## config.mk

```make
export PLATFORM = sky130hd
export DESIGN_NAME = mem_arbiter_flat
export DESIGN_NICKNAME = d
export VERILOG_FILES = /design/src/rtl/mem_arbiter_if.sv /design/src/rtl/mem_arbiter.sv /design/src/flat_wrapper.sv
export SDC_FILE = /design/constraint.sdc
export NUM_CORES = 1
export LEC_CHECK = 0
export ABC_AREA = 1
export ABC_CLOCK_PERIOD_IN_PS = 4100
export CAP_MARGIN = 20
export CORE_AREA = 2 2 109 111
export DETAILED_ROUTE_END_ITERATION = 16
export DIE_AREA = 0 0 111 113
export MAX_ROUTING_LAYER = met4
export PLACE_DENSITY = 0.88
export SYNTH_ARGS = -nofsm -noshare
export SYNTH_HDL_FRONTEND = slang
export SYNTH_SLANG_ARGS = --single-unit
```

## constraint.sdc

```tcl
create_clock -name clk_i -period 4.1 [get_ports clk_i]
set_input_delay 0.82 -clock clk_i [delete_from_list [all_inputs] [get_ports clk_i]]
set_output_delay 0.82 -clock clk_i [all_outputs]
set_load 0.05 [all_outputs]
```

## src/rtl/mem_arbiter_if.sv

```systemverilog
// ======================================================================
// mem_arbiter_if: IFU, LSU and memory request/response bundle. Rev 1.0
// ======================================================================
`default_nettype none

interface mem_arbiter_if #(
   parameter int ADDR_W = 32,
   parameter int DATA_W = 32
);
   logic                  ifu_req_valid;
   logic [ADDR_W-1:0]     ifu_addr;
   logic                  ifu_req_ready;
   logic                  ifu_rsp_valid;
   logic [DATA_W-1:0]     ifu_rsp_data;
   logic                  ifu_rsp_err;

   logic                  lsu_req_valid;
   logic [ADDR_W-1:0]     lsu_addr;
   logic                  lsu_wen;
   logic [DATA_W-1:0]     lsu_wdata;
   logic [DATA_W/8-1:0]   lsu_wmask;
   logic                  lsu_req_ready;
   logic                  lsu_rsp_valid;
   logic [DATA_W-1:0]     lsu_rsp_data;
   logic                  lsu_rsp_err;

   logic                  mem_req_valid;
   logic [ADDR_W-1:0]     mem_addr;
   logic                  mem_wen;
   logic [DATA_W-1:0]     mem_wdata;
   logic [DATA_W/8-1:0]   mem_wmask;
   logic                  mem_req_ready;
   logic                  mem_rsp_valid;
   logic [DATA_W-1:0]     mem_rsp_data;

   // Arbiter side
   modport master (
      input  ifu_req_valid, ifu_addr,
      output ifu_req_ready, ifu_rsp_valid, ifu_rsp_data, ifu_rsp_err,
      input  lsu_req_valid, lsu_addr, lsu_wen, lsu_wdata, lsu_wmask,
      output lsu_req_ready, lsu_rsp_valid, lsu_rsp_data, lsu_rsp_err,
      output mem_req_valid, mem_addr, mem_wen, mem_wdata, mem_wmask,
      input  mem_req_ready, mem_rsp_valid, mem_rsp_data
   );

   // Requestor/memory side
   modport slave (
      output ifu_req_valid, ifu_addr,
      input  ifu_req_ready, ifu_rsp_valid, ifu_rsp_data, ifu_rsp_err,
      output lsu_req_valid, lsu_addr, lsu_wen, lsu_wdata, lsu_wmask,
      input  lsu_req_ready, lsu_rsp_valid, lsu_rsp_data, lsu_rsp_err,
      input  mem_req_valid, mem_addr, mem_wen, mem_wdata, mem_wmask,
      output mem_req_ready, mem_rsp_valid, mem_rsp_data
   );
endinterface

`default_nettype wire

```

## src/rtl/mem_arbiter.sv

```systemverilog
// ======================================================================
// mem_arbiter: one-outstanding IFU/LSU memory arbiter, LSU priority. Rev 1.0
// ======================================================================
`default_nettype none

module mem_arbiter #(
   parameter int ADDR_W  = 32,
   parameter int DATA_W  = 32,
   parameter int TIMEOUT = 255
) (
   input  wire logic     clk_i,
   input  wire logic     reset_i,
   mem_arbiter_if.master arb_if
);
   localparam int MASK_W = DATA_W / 8;

   localparam logic [1:0] S_IDLE = 2'd0;
   localparam logic [1:0] S_REQ  = 2'd1;
   localparam logic [1:0] S_WAIT = 2'd2;

   logic [1:0]        state_q, state_d;
   logic [7:0]        cnt_q, cnt_d;
   logic              owner_q, owner_d;   // 1 = LSU
   logic [ADDR_W-1:0] addr_q, addr_d;
   logic              wen_q, wen_d;
   logic [DATA_W-1:0] wdata_q, wdata_d;
   logic [MASK_W-1:0] wmask_q, wmask_d;
   logic              rst_dly_q;

   logic w_can_grant, w_lsu_grant, w_ifu_grant;
   logic w_busy, w_rsp_ok, w_timeout, w_rsp_fire, w_mem_act;

   // Grants are held off during reset and the cycle right after it
   assign w_can_grant = (state_q == S_IDLE) && !reset_i && !rst_dly_q;
   assign w_lsu_grant = w_can_grant && arb_if.lsu_req_valid;
   assign w_ifu_grant = w_can_grant && !arb_if.lsu_req_valid && arb_if.ifu_req_valid;

   assign w_busy     = !reset_i && ((state_q == S_REQ) || (state_q == S_WAIT));
   assign w_rsp_ok   = !reset_i && (state_q == S_WAIT) && arb_if.mem_rsp_valid;
   assign w_timeout  = w_busy && (cnt_q == 8'(TIMEOUT));
   assign w_rsp_fire = w_rsp_ok || w_timeout;
   assign w_mem_act  = !reset_i && (state_q == S_REQ);

   always_comb begin
      state_d = state_q;
      cnt_d   = cnt_q;
      owner_d = owner_q;
      addr_d  = addr_q;
      wen_d   = wen_q;
      wdata_d = wdata_q;
      wmask_d = wmask_q;
      case (state_q)
         S_IDLE: begin
            if (w_lsu_grant) begin
               owner_d = 1'b1;
               addr_d  = arb_if.lsu_addr;
               wen_d   = arb_if.lsu_wen;
               wdata_d = arb_if.lsu_wdata;
               wmask_d = arb_if.lsu_wmask;
               cnt_d   = 8'd0;
               state_d = S_REQ;
            end else if (w_ifu_grant) begin
               owner_d = 1'b0;
               addr_d  = arb_if.ifu_addr;
               wen_d   = 1'b0;
               wdata_d = '0;
               wmask_d = '0;
               cnt_d   = 8'd0;
               state_d = S_REQ;
            end
         end
         S_REQ: begin
            cnt_d = cnt_q + 8'd1;
            if (w_timeout) begin
               state_d = S_IDLE;
            end else if (arb_if.mem_req_ready) begin
               state_d = S_WAIT;
            end
         end
         S_WAIT: begin
            cnt_d = cnt_q + 8'd1;
            if (w_rsp_fire) begin
               state_d = S_IDLE;
            end
         end
         default: state_d = S_IDLE;
      endcase
   end

   always_ff @(posedge clk_i) begin
      if (reset_i) begin
         state_q   <= S_IDLE;
         cnt_q     <= 8'd0;
         owner_q   <= 1'b0;
         addr_q    <= '0;
         wen_q     <= 1'b0;
         wdata_q   <= '0;
         wmask_q   <= '0;
         rst_dly_q <= 1'b1;
      end else begin
         state_q   <= state_d;
         cnt_q     <= cnt_d;
         owner_q   <= owner_d;
         addr_q    <= addr_d;
         wen_q     <= wen_d;
         wdata_q   <= wdata_d;
         wmask_q   <= wmask_d;
         rst_dly_q <= 1'b0;
      end
   end

   assign arb_if.ifu_req_ready = w_ifu_grant;
   assign arb_if.lsu_req_ready = w_lsu_grant;

   assign arb_if.mem_req_valid = w_mem_act;
   assign arb_if.mem_addr      = w_mem_act ? addr_q  : '0;
   assign arb_if.mem_wen       = w_mem_act ? wen_q   : 1'b0;
   assign arb_if.mem_wdata     = w_mem_act ? wdata_q : '0;
   assign arb_if.mem_wmask     = w_mem_act ? wmask_q : '0;

   // A real response in the timeout cycle wins over the abort
   assign arb_if.ifu_rsp_valid = w_rsp_fire && !owner_q;
   assign arb_if.ifu_rsp_data  = (w_rsp_ok && !owner_q) ? arb_if.mem_rsp_data : '0;
   assign arb_if.ifu_rsp_err   = w_timeout && !w_rsp_ok && !owner_q;
   assign arb_if.lsu_rsp_valid = w_rsp_fire && owner_q;
   assign arb_if.lsu_rsp_data  = (w_rsp_ok && owner_q) ? arb_if.mem_rsp_data : '0;
   assign arb_if.lsu_rsp_err   = w_timeout && !w_rsp_ok && owner_q;
endmodule

`default_nettype wire

```

## src/flat_wrapper.sv

```systemverilog
// flat-port wrapper written by rule: the top's interface ports become plain ports
module mem_arbiter_flat 
#(
   parameter int ADDR_W  = 32,
   parameter int DATA_W  = 32,
   parameter int TIMEOUT = 255
)
  (clk_i, reset_i, arb_if_ifu_req_valid, arb_if_ifu_addr, arb_if_ifu_req_ready, arb_if_ifu_rsp_valid, arb_if_ifu_rsp_data, arb_if_ifu_rsp_err, arb_if_lsu_req_valid, arb_if_lsu_addr, arb_if_lsu_wen, arb_if_lsu_wdata, arb_if_lsu_wmask, arb_if_lsu_req_ready, arb_if_lsu_rsp_valid, arb_if_lsu_rsp_data, arb_if_lsu_rsp_err, arb_if_mem_req_valid, arb_if_mem_addr, arb_if_mem_wen, arb_if_mem_wdata, arb_if_mem_wmask, arb_if_mem_req_ready, arb_if_mem_rsp_valid, arb_if_mem_rsp_data);
  mem_arbiter_if #(.ADDR_W(ADDR_W), .DATA_W(DATA_W)) arb_if_i ();
  input  wire logic clk_i;
  input  wire logic reset_i;
  input wire logic [$bits(arb_if_i.ifu_req_valid)-1:0] arb_if_ifu_req_valid;
  input wire logic [$bits(arb_if_i.ifu_addr)-1:0] arb_if_ifu_addr;
  output wire logic [$bits(arb_if_i.ifu_req_ready)-1:0] arb_if_ifu_req_ready;
  output wire logic [$bits(arb_if_i.ifu_rsp_valid)-1:0] arb_if_ifu_rsp_valid;
  output wire logic [$bits(arb_if_i.ifu_rsp_data)-1:0] arb_if_ifu_rsp_data;
  output wire logic [$bits(arb_if_i.ifu_rsp_err)-1:0] arb_if_ifu_rsp_err;
  input wire logic [$bits(arb_if_i.lsu_req_valid)-1:0] arb_if_lsu_req_valid;
  input wire logic [$bits(arb_if_i.lsu_addr)-1:0] arb_if_lsu_addr;
  input wire logic [$bits(arb_if_i.lsu_wen)-1:0] arb_if_lsu_wen;
  input wire logic [$bits(arb_if_i.lsu_wdata)-1:0] arb_if_lsu_wdata;
  input wire logic [$bits(arb_if_i.lsu_wmask)-1:0] arb_if_lsu_wmask;
  output wire logic [$bits(arb_if_i.lsu_req_ready)-1:0] arb_if_lsu_req_ready;
  output wire logic [$bits(arb_if_i.lsu_rsp_valid)-1:0] arb_if_lsu_rsp_valid;
  output wire logic [$bits(arb_if_i.lsu_rsp_data)-1:0] arb_if_lsu_rsp_data;
  output wire logic [$bits(arb_if_i.lsu_rsp_err)-1:0] arb_if_lsu_rsp_err;
  output wire logic [$bits(arb_if_i.mem_req_valid)-1:0] arb_if_mem_req_valid;
  output wire logic [$bits(arb_if_i.mem_addr)-1:0] arb_if_mem_addr;
  output wire logic [$bits(arb_if_i.mem_wen)-1:0] arb_if_mem_wen;
  output wire logic [$bits(arb_if_i.mem_wdata)-1:0] arb_if_mem_wdata;
  output wire logic [$bits(arb_if_i.mem_wmask)-1:0] arb_if_mem_wmask;
  input wire logic [$bits(arb_if_i.mem_req_ready)-1:0] arb_if_mem_req_ready;
  input wire logic [$bits(arb_if_i.mem_rsp_valid)-1:0] arb_if_mem_rsp_valid;
  input wire logic [$bits(arb_if_i.mem_rsp_data)-1:0] arb_if_mem_rsp_data;
  assign arb_if_i.ifu_req_valid = arb_if_ifu_req_valid;
  assign arb_if_i.ifu_addr = arb_if_ifu_addr;
  assign arb_if_ifu_req_ready = arb_if_i.ifu_req_ready;
  assign arb_if_ifu_rsp_valid = arb_if_i.ifu_rsp_valid;
  assign arb_if_ifu_rsp_data = arb_if_i.ifu_rsp_data;
  assign arb_if_ifu_rsp_err = arb_if_i.ifu_rsp_err;
  assign arb_if_i.lsu_req_valid = arb_if_lsu_req_valid;
  assign arb_if_i.lsu_addr = arb_if_lsu_addr;
  assign arb_if_i.lsu_wen = arb_if_lsu_wen;
  assign arb_if_i.lsu_wdata = arb_if_lsu_wdata;
  assign arb_if_i.lsu_wmask = arb_if_lsu_wmask;
  assign arb_if_lsu_req_ready = arb_if_i.lsu_req_ready;
  assign arb_if_lsu_rsp_valid = arb_if_i.lsu_rsp_valid;
  assign arb_if_lsu_rsp_data = arb_if_i.lsu_rsp_data;
  assign arb_if_lsu_rsp_err = arb_if_i.lsu_rsp_err;
  assign arb_if_mem_req_valid = arb_if_i.mem_req_valid;
  assign arb_if_mem_addr = arb_if_i.mem_addr;
  assign arb_if_mem_wen = arb_if_i.mem_wen;
  assign arb_if_mem_wdata = arb_if_i.mem_wdata;
  assign arb_if_mem_wmask = arb_if_i.mem_wmask;
  assign arb_if_i.mem_req_ready = arb_if_mem_req_ready;
  assign arb_if_i.mem_rsp_valid = arb_if_mem_rsp_valid;
  assign arb_if_i.mem_rsp_data = arb_if_mem_rsp_data;
  mem_arbiter #(.ADDR_W(ADDR_W), .DATA_W(DATA_W), .TIMEOUT(TIMEOUT)) u_core (.clk_i(clk_i), .reset_i(reset_i), .arb_if(arb_if_i));
endmodule
```

==> metrics.csv <==
metric;value;unit
status;finished clean;
grt_remaining_overflow;0;
clockBufferDepth;2;
grt_setup_unrepaired;no;
dp.cells;1109;
layout_setup_ws;0.891;ns
cp_data_required_time;3.28;ns
antenna_left;0;
postCtsSetupBuffers;0;
cp_num_buf_inv;2;
die_h;113;um
drive_above_1_share;0.181;
synth.avg_cell_area;6.16;um^2
p_sw;0.000968;W
clock-sinks;81;
ys_ff_latch;81;
synth_edf_count;0;
path_delay_family;buffers and inverters;
grt_pass1_vias;5006;
worstReg2RegEnd;u_core.addr_q[26]$_SDFFE_PP0P_;
dieArea;12500;um^2
numCtsBuffers;9;
grt_pass1_wl;23400;um
worstMarginPinSlew;0.717;ns
synth.area.mux_share;0;
vias_per_cell;4.66;
synthFlopType;dfxtp_1;
synthSimpleGateAreaFrac;0.313;
wirelength;14700;um
antenna_found_initial;3;
max_freq;312;MHz
syn_nets;869;
synth_top_area_cell;dfxtp_1;
p_comb_frac;0.355;
seqPwrFrac;0.354;
final_nets;1122;
pin_count;279;
cpMaxStageDelayCell;clkdlybuf4s50_1;
gp_congestion;0.884;
clock_latency;0.33;ns
ys_types;28;
r2r_start;u_core.state_q[0]$_SDFFE_PP0P_;
maxCapViolCount;0;
final_cell_count_no_fill;1128;
holdBufCountCts;0;
arrival;2.39;ns
cp_cell_sequence;clkdlybuf4s50_1 -> nor3_1 -> clkdlybuf4s50_1;
synth_xor_area_frac;0.00196;
yosys-top-cells-area;dfxtp_1 (36%), nand2_1 (15%), nor2_1 (13%);
wl_per_cell;13.0;um
synth_top_family_by_area;simple AND/OR/NAND/NOR gates;
worst-path-stages;3;
yosysTopAreaCellShare;0.364;
setup_viol;0;
syn-cell-area;4460;um^2
core;11300;um^2
synthAdderAreaFrac;0.0168;
min_path_type;register to register;
rows;39;
leakage;3.15;nW
cp-start-kind;primary input;
async_flop_share;0;
final.setup.tns;0;ns
dpl.hpwl;11200;um
yosysWarnings;0;
endpoint;arb_if_ifu_req_ready;
root_buffer;clkbuf_16;
cp_slowest_stage_delay;0.82;ns
post_cts_resize_count;0;
cpMostUsedCell;clkdlybuf4s50_1;
finalMaxSlewViolations;0;
setup.worst_path.end_class;output pin;
initial_core_util;0.396;
synthTopCellsByCount;nand2_1 (179), nor2_1 (155), inv_1 (120), dfxtp_1 (81), a21oi_1 (45);
drt_iter0_drc;255;
skew;0.00749;ns
cts_tree;done;
finalCriticalPeriod;3.21;ns
place_ws;0.887;ns
crit_type;primary input to output pin;
hold_viol;0;
yosysMostFrequentCell;nand2_1;
powerDensity;362;nW/um^2
r2r_setup_slack;1.55;ns
cp-startpoint;arb_if_lsu_req_valid;
die_w;111;um
synthCells;724;
slew_headroom;0.522;
htree_levels;3;
firstDrtPassIters;5;
grt_max_degree;70;
finalCritPeriodShare;0.783;
synth_compound_area_frac;0.140;
min_from;u_core.wdata_q[21]$_SDFFE_PP0P_;
peakVddDrop;0.183;mV
clk_pin_slew;0.06;ns
yosysSeqAreaShare;0.364;
vias;5254;
swShare;0.370;
syn2layout_area_growth;62.3;%
clkPwrFrac;0.292;
route.detailed.drc;0;
grt.total_usage;0.234;
port_buffers;278;
worstPathMaxFanout;3;
r2r_cells;9;
p_int;0.00165;W
power.total;0.00262;W
cells by family after synthesis:
logic type                 after synthesis
DFF                                     81
and+or+nand+nor                        354
buffers and inverters                  169
adders and majority gates                6
xor gates and xnor gates                 1
AOI/OAI and AO/OA                      113
power by group through the flow:
stage / clock network [W] / registers, W / logic [W]
after global placement: 0 / 0.000940 / 0.000916
after global routing: 0.000819 / 0.000935 / 0.00102
after detailed placement: 0 / 0.000943 / 0.000928
final: 0.000763 / 0.000926 / 0.000928
after floorplan: 0 / 0.000931 / 0.000632
after CTS: 0.000780 / 0.000926 / 0.000932
cell type report:
class / instances / area (um^2)
Fill cell: 1025 / 4030
Timing Repair Buffer: 285 / 2560
Multi-Input combinational cell: 474 / 2110
Sequential cell: 81 / 1620
Inverter: 126 / 473
Clock buffer: 10 / 239
Tap cell: 143 / 179
Clock inverter: 6 / 52.6
Antenna cell: 3 / 7.51
worst min path at each step:
stage,endpoint,cells after the start
after global routing,u_core.wdata_q[17]$_SDFFE_PP0P_,2
final,u_core.wdata_q[21]$_SDFFE_PP0P_,2
after global placement,u_core.wmask_q[3]$_SDFFE_PP0P_,2
after floorplan,u_core.wdata_q[0]$_SDFFE_PP0P_,2
after CTS,u_core.wdata_q[1]$_SDFFE_PP0P_,2
after detailed placement,u_core.wdata_q[1]$_SDFFE_PP0P_,2
layout by cell type, fill, tap and decap left out, types with 2 or more instances in the layout:
master,n
a21oi_1,45
o21ai_1,20
clkdlybuf4s50_1,139
dfxtp_1,81
buf_4,139
nand4_1,3
inv_2,6
a31oi_1,32
nor2_1,155
nand2_1,179
inv_1,120
nand3_1,6
diode_2,3
buf_12,6
ha_1,6
nand2_2,3
clkinvlp_4,2
clkinv_4,3
o21ai_0,14
clkbuf_16,9
worst min-delay path, cell delays in order (launching register included):
cell     delay (ns)
dfxtp_1        0.31
nand2_1        0.06
a21oi_1        0.05
registers in the layout (all words and copies together) (netlist names):
| register | count |
|---|---|
| u_core.addr_q | 32 |
| u_core.cnt_q | 8 |
| u_core.owner_q | 1 |
| u_core.rst_dly_q | 1 |
| u_core.state_q | 2 |
| u_core.wdata_q | 32 |
| u_core.wen_q | 1 |
| u_core.wmask_q | 4 |
stage by stage:
step / area, um^2 / util / hold slack (ns)
after floorplan: 4460 / - / 0.439
after global placement: 6940 / 0.616 / 0.448
after detailed placement: 6940 / 0.616 / 0.452
after CTS: 7230 / 0.641 / 0.462
after global routing: 7240 / 0.642 / 0.473
final: 7240 / 0.642 / 0.460
metal layers:
layer	global-route usage	up-vias	share of wire
met1	0.247	2317	0.38
li1	-	2694	-
met2	0.420	217	0.52
met3	0.0471	26	0.067
met5	-	-	0
met4	0.114	0	0.034
(Power assumes the default switching activity.)
